$ cat src/rtl/vga_pixel_writer.sv
// rtl/vga_pixel_writer.sv - pixel set/clear/toggle/fill engine for the 160x120 monochrome framebuffer
// Read-modify-write on the byte holding a pixel, or a full-buffer fill stream, on the RAM write port.
module vga_pixel_writer (
  input  logic        Clock,
  input  logic        Reset,
  input  logic        Valid_i,
  output logic        Ready_o,
  input  logic [1:0]  Cmd_i,
  input  logic [7:0]  X_i,
  input  logic [6:0]  Y_i,
  output logic [11:0] Address_o,
  output logic [7:0]  DataToRAM_o,
  output logic        WriteEnable_o,
  input  logic [7:0]  DataFromRAM_i,
  output logic        Done_o,
  output logic        Error_o
);

  typedef enum logic [2:0] {
    S_IDLE,
    S_READ,
    S_WAIT,
    S_WRITE,
    S_FILL,
    S_DONE
  } state_t;

  localparam logic [11:0] LAST_ADDR = 12'd2399;

  state_t      state, state_nx;
  logic [1:0]  cmd_q, cmd_nx;
  logic [2:0]  bit_q, bit_nx;
  logic        err_q, err_nx;
  logic [11:0] addr_nx;
  logic [7:0]  data_nx;
  logic        we_nx;
  logic        accept;
  logic [11:0] pix_addr;
  logic [7:0]  mask;
  logic [7:0]  modified;

  assign Ready_o = (state == S_IDLE) || (state == S_DONE);
  assign Done_o  = (state == S_DONE);
  assign Error_o = Done_o & err_q;
  assign accept  = Valid_i & Ready_o;

  // page*160 + X as page*128 + page*32 + X, matching the scan-out address generator
  assign pix_addr = {1'b0, Y_i[6:3], 7'b0} + {3'b0, Y_i[6:3], 5'b0} + {4'b0, X_i};
  assign mask     = 8'd1 << bit_q;

  always_comb begin
    modified = DataFromRAM_i ^ mask;
    case (cmd_q)
      2'b00:   modified = DataFromRAM_i | mask;
      2'b01:   modified = DataFromRAM_i & ~mask;
      default: modified = DataFromRAM_i ^ mask;
    endcase
  end

  always_comb begin
    state_nx = state;
    cmd_nx   = cmd_q;
    bit_nx   = bit_q;
    err_nx   = err_q;
    addr_nx  = Address_o;
    data_nx  = DataToRAM_o;
    we_nx    = 1'b0;
    case (state)
      S_IDLE, S_DONE: begin
        state_nx = S_IDLE;
        if (accept) begin
          cmd_nx = Cmd_i;
          bit_nx = Y_i[2:0];
          err_nx = 1'b0;
          if (Cmd_i == 2'b11) begin
            state_nx = S_FILL;
            addr_nx  = 12'd0;
            data_nx  = X_i;
            we_nx    = 1'b1;
          end else if ((X_i > 8'd159) || (Y_i > 7'd119)) begin
            state_nx = S_DONE;
            err_nx   = 1'b1;
          end else begin
            state_nx = S_READ;
            addr_nx  = pix_addr;
          end
        end
      end
      S_READ: state_nx = S_WAIT;
      S_WAIT: begin
        data_nx  = modified;
        we_nx    = 1'b1;
        state_nx = S_WRITE;
      end
      S_WRITE: state_nx = S_DONE;
      S_FILL: begin
        if (Address_o == LAST_ADDR) begin
          state_nx = S_DONE;
        end else begin
          addr_nx = Address_o + 12'd1;
          we_nx   = 1'b1;
        end
      end
      default: state_nx = S_IDLE;
    endcase
  end

  always_ff @(posedge Clock or negedge Reset) begin
    if (!Reset) begin
      state         <= S_IDLE;
      cmd_q         <= 2'b00;
      bit_q         <= 3'd0;
      err_q         <= 1'b0;
      Address_o     <= 12'd0;
      DataToRAM_o   <= 8'd0;
      WriteEnable_o <= 1'b0;
    end else begin
      state         <= state_nx;
      cmd_q         <= cmd_nx;
      bit_q         <= bit_nx;
      err_q         <= err_nx;
      Address_o     <= addr_nx;
      DataToRAM_o   <= data_nx;
      WriteEnable_o <= we_nx;
    end
  end

endmodule

$ cat config.mk
export PLATFORM = sky130hd
export DESIGN_NAME = vga_pixel_writer
export DESIGN_NICKNAME = d
export VERILOG_FILES = /design/src/rtl/vga_pixel_writer.sv
export SDC_FILE = /design/constraint.sdc
export NUM_CORES = 1
export LEC_CHECK = 0
export BUFFER_PORTS_ARGS = -buffer_cell sky130_fd_sc_hd__clkbuf_2
export CORE_UTILIZATION = 35
export CTS_CLUSTER_SIZE = 30
export DETAILED_ROUTE_END_ITERATION = 12
export SLEW_MARGIN = 10
export SYNTH_ARGS = -nofsm -noshare
export SYNTH_HDL_FRONTEND = slang
export SYNTH_SLANG_ARGS = --single-unit
$ cat constraint.sdc
create_clock -name Clock -period 4.13 [get_ports Clock]
set_input_delay 1.239 -clock Clock [delete_from_list [all_inputs] [get_ports Clock]]
set_output_delay 1.239 -clock Clock [all_outputs]
set_load 0.1 [all_outputs]
==> key figures <==
GRT
  • Wire length of the first global-routing pass: 9630 um
  • Aggregate global routing overflow: 0
  • Overall routing resource usage: 17.3%
  • Via count of the first global-routing pass: between 1500 and 2000
  • Pin count of the biggest net entering global routing: 31
  • Initial antenna violation count: 0

Worst hold path
  • Worst min-delay path class: flop to flop

STA
  • Period Utilization, post-route: 72.8%
  • Max_slew headroom: around two fifths
  • Pins Over Slew Limit: 0
  • Final hold viol count: 0
  • Measured slew at the worst slew-check pin: 0.900 ns
  • Maximum clock skew at final layout: 0.00542 ns
  • Post-layout min period: about 3 ns
  • Unrepaired setup endpoints after global routing: false
  • Final setup violation count: 0
  • Maximum operating frequency: around 330 MHz
  • Setup total negative slack: 0 ns

Worst setup path
  • FF-to-FF path depth: 6
  • Reg-to-reg critical path endpoint: Address_o[11]
  • Largest fanout of any net on the critical path: 3
  • Nature of the critical path endpoint: flop
  • Cell family with most CP delay: adder cells
  • CP cell instances: clkbuf_2 > inv_1 > fa_1 > inv_1 > fa_1 > a221oi_1 > xnor2_1 > a22oi_1 > a21oi_1
  • Stage delay of the slowest cell on the critical path: 0.53 ns
  • Levels on crit path: 9
  • Start point of the critical path: X_i[7]
  • Buffering stage count on the worst path with inverters included: 3
  • Kind of start point of the critical path: input pin
  • R2r setup slk: between 1.5 and 2 ns
  • Critical Path RT: roughly 4.3 ns
  • WS Path Type: input pin to flop
  • Origin of the critical flop-to-flop path: state[1]
  • Cell with the biggest individual delay on the critical path: sky130_fd_sc_hd__fa_1
  • Arrival time of data at the critical path endpoint: roughly 3.2 ns
  • Critical Path Sink: Address_o[10]

Yosys
  • Netlist area before placement: 2370 um2
  • Leading cell types by count after synthesis: 34 x sky130_fd_sc_hd__nand2_1, 30 x sky130_fd_sc_hd__dfrtp_1, 24 x sky130_fd_sc_hd__ha_1
  • Part of the Yosys area used for sequential elements: about a third
  • Area share of the largest cell type after synthesis: 31.7%
  • Syn Area/Cell: roughly 9.0 um2
  • Yosys warns: 0
  • Ys flop type: sky130_fd_sc_hd__dfrtp_1
  • Net count of the mapped netlist: about 320
  • Number of synthesized flops with an enable pin: 0
  • Area contributors post-synth: sky130_fd_sc_hd__dfrtp_1 32%, sky130_fd_sc_hd__ha_1 13%, sky130_fd_sc_hd__nand2_1 5.4%
  • Post-synth cell types: 54
  • Synthesized instance count: around 260
  • Most common cell in the synthesized netlist: sky130_fd_sc_hd__nand2_1
  • Post-synthesis register bit count: 30
  • Leading area contributor after synthesis: sky130_fd_sc_hd__dfrtp_1
  • Synth async-reset ratio: 100%

Route
  • Wirelength per Cell: approximately 15 um
  • Post-route antenna net violation count: 0
  • Drt pass-1 iters: 8
  • Routed via count divided by cell count: 5.28
  • Detailed-route wire length: ~6000 um
  • Via total after detailed routing: just over 2000
  • Initial detailed-routing violation count: around 110
  • Final routed DRC violation total: 5

Clock network
  • Cts-stage hold buffer count: 0
  • CTS root buf: sky130_fd_sc_hd__clkbuf_8
  • H-tree levels: 2
  • CTS buffer count: 5
  • Reg clk slew, reported paths: 0.07 ns
  • CTS Sinks: 30
  • Clk Latency, worst-skew pair: roughly 0.28 ns
  • CTS tree: yes
  • Total setup buffers inserted after CTS: 0
  • Post-cts gate resize count: 0
  • Number of buffers on the longest clock path: 2

Die
  • Floorplan Core Area: 6460 um2
  • Width of the die: between 80 and 90 um
  • Count of standard-cell rows: 29
  • Die extent in y: ~84 um
  • Initial core utilization: a little under two fifths
  • Die area: ~7100 um2
  • Number of primary I/O pins: 52

Status
  • Outcome: complete, but fails checks
  • Violations in the final reports: design-rule violations

Place
  • Gpl congestion: 0.918
  • Instance area after placement: about 2600 um2
  • Detailed-placement wirelength estimate: between 4000 and 5000 um
  • Port Buffer Count: 51

Final layout
  • Antenna diodes: 0
  • Post-route cell area: ~2700 um2
  • Nets@finish: 360
  • Area growth from synthesis to final layout: 15.0%
  • Proportion of layout cells with a drive suffix above 1: around 25%

Job
  • Number of max-capacitance violations reported: 0
[logic make-up (layout without fill, tap and decap cells)]
logic type,Yosys count,after routing,share of synthesized area [%]
buf+inv,39,83,7.39
fa+ha+maj,26,26,14.4
mux,14,14,6.23
compound gates,68,68,21.3
flops,30,30,31.7
xor+xnor,6,6,2.22
simple gates,79,79,16.9
[worst min path at each step]
stage / cells after the start / from / end
after floorplan: 1 / err_q / err_q
after global placement: 2 / DataToRAM_o[6] / DataToRAM_o[6]
after detailed placement: 2 / DataToRAM_o[5] / DataToRAM_o[5]
after CTS: 2 / DataToRAM_o[5] / DataToRAM_o[5]
after global routing: 2 / DataToRAM_o[2] / DataToRAM_o[2]
final: 2 / DataToRAM_o[2] / DataToRAM_o[2]
[state kept, by name, summed over array words and instances, names as in the netlist]
name           count
err_q              1
WriteEnable_o      1
state              3
DataToRAM_o        8
bit_q              3
Address_o         12
cmd_q              2
[placed cells by master (no fill, tap or decap), types with 3 or more instances in the layout]
| cell | netlist | final |
|---|---|---|
| sky130_fd_sc_hd__clkbuf_8 | 0 | 5 |
| sky130_fd_sc_hd__nand2_1 | 34 | 34 |
| sky130_fd_sc_hd__inv_1 | 23 | 23 |
| sky130_fd_sc_hd__ha_1 | 24 | 24 |
| sky130_fd_sc_hd__o21ai_0 | 18 | 18 |
| sky130_fd_sc_hd__o31ai_1 | 3 | 3 |
| sky130_fd_sc_hd__a31oi_1 | 3 | 3 |
| sky130_fd_sc_hd__o211ai_1 | 9 | 9 |
| sky130_fd_sc_hd__xnor2_1 | 3 | 3 |
| sky130_fd_sc_hd__mux2i_1 | 8 | 8 |
| sky130_fd_sc_hd__nor2_1 | 12 | 12 |
| sky130_fd_sc_hd__mux2_2 | 6 | 6 |
| sky130_fd_sc_hd__nand3b_1 | 3 | 3 |
| sky130_fd_sc_hd__nand3_1 | 9 | 9 |
| sky130_fd_sc_hd__nor2b_1 | 3 | 3 |
| sky130_fd_sc_hd__a22o_1 | 7 | 7 |
| sky130_fd_sc_hd__clkbuf_2 | 0 | 51 |
| sky130_fd_sc_hd__a21oi_1 | 9 | 9 |
| sky130_fd_sc_hd__dfrtp_1 | 30 | 30 |
| sky130_fd_sc_hd__o21ai_1 | 3 | 3 |
| sky130_fd_sc_hd__xor2_1 | 3 | 3 |
[final cells by class]
cell class	count	area, um2
multi-input cells	193	1450
clock buffers	5	68.8
repair buffers	53	270
inverters	23	86.3
clock inverters	2	10.0
flip-flops and latches	30	751
well taps	77	96.3
fillers	659	3730
[per-stage QoR]
| step | setup WS [ns] | hold slack (ns) | std cells | utilization (%) |
|---|---|---|---|---|
| global placement | 0.857 | 0.476 | 376 | 41.0 |
| finish | 1.12 | 0.485 | 383 | 42.2 |
| CTS | 1.13 | 0.493 | 383 | 42.2 |
| global route | 1.03 | 0.510 | 383 | 42.2 |
| detailed placement | 0.805 | 0.478 | 376 | 41.0 |
| floorplan | 0.655 | 0.472 | 262 | - |
[worst min-delay path: cells and delay by family (launching register included)]
family          cells  cell delay [ns]
compound gates      1             0.06
simple gates        1             0.05
flops               1             0.34
[routing by layer]
metal | vias up | routed length (um) | global-route usage, %
li1 | 1006 | - | -
met1 | 953 | 2860 | 24.2
met2 | 52 | 2680 | 26.5
met3 | 11 | 222 | 2.75
met4 | 0 | 120 | 7.52
met5 | - | 0 | 0
Power is left out: the tool's default activity adds up to more than one toggle a clock period on the data nets, which glitch-free logic cannot reach.
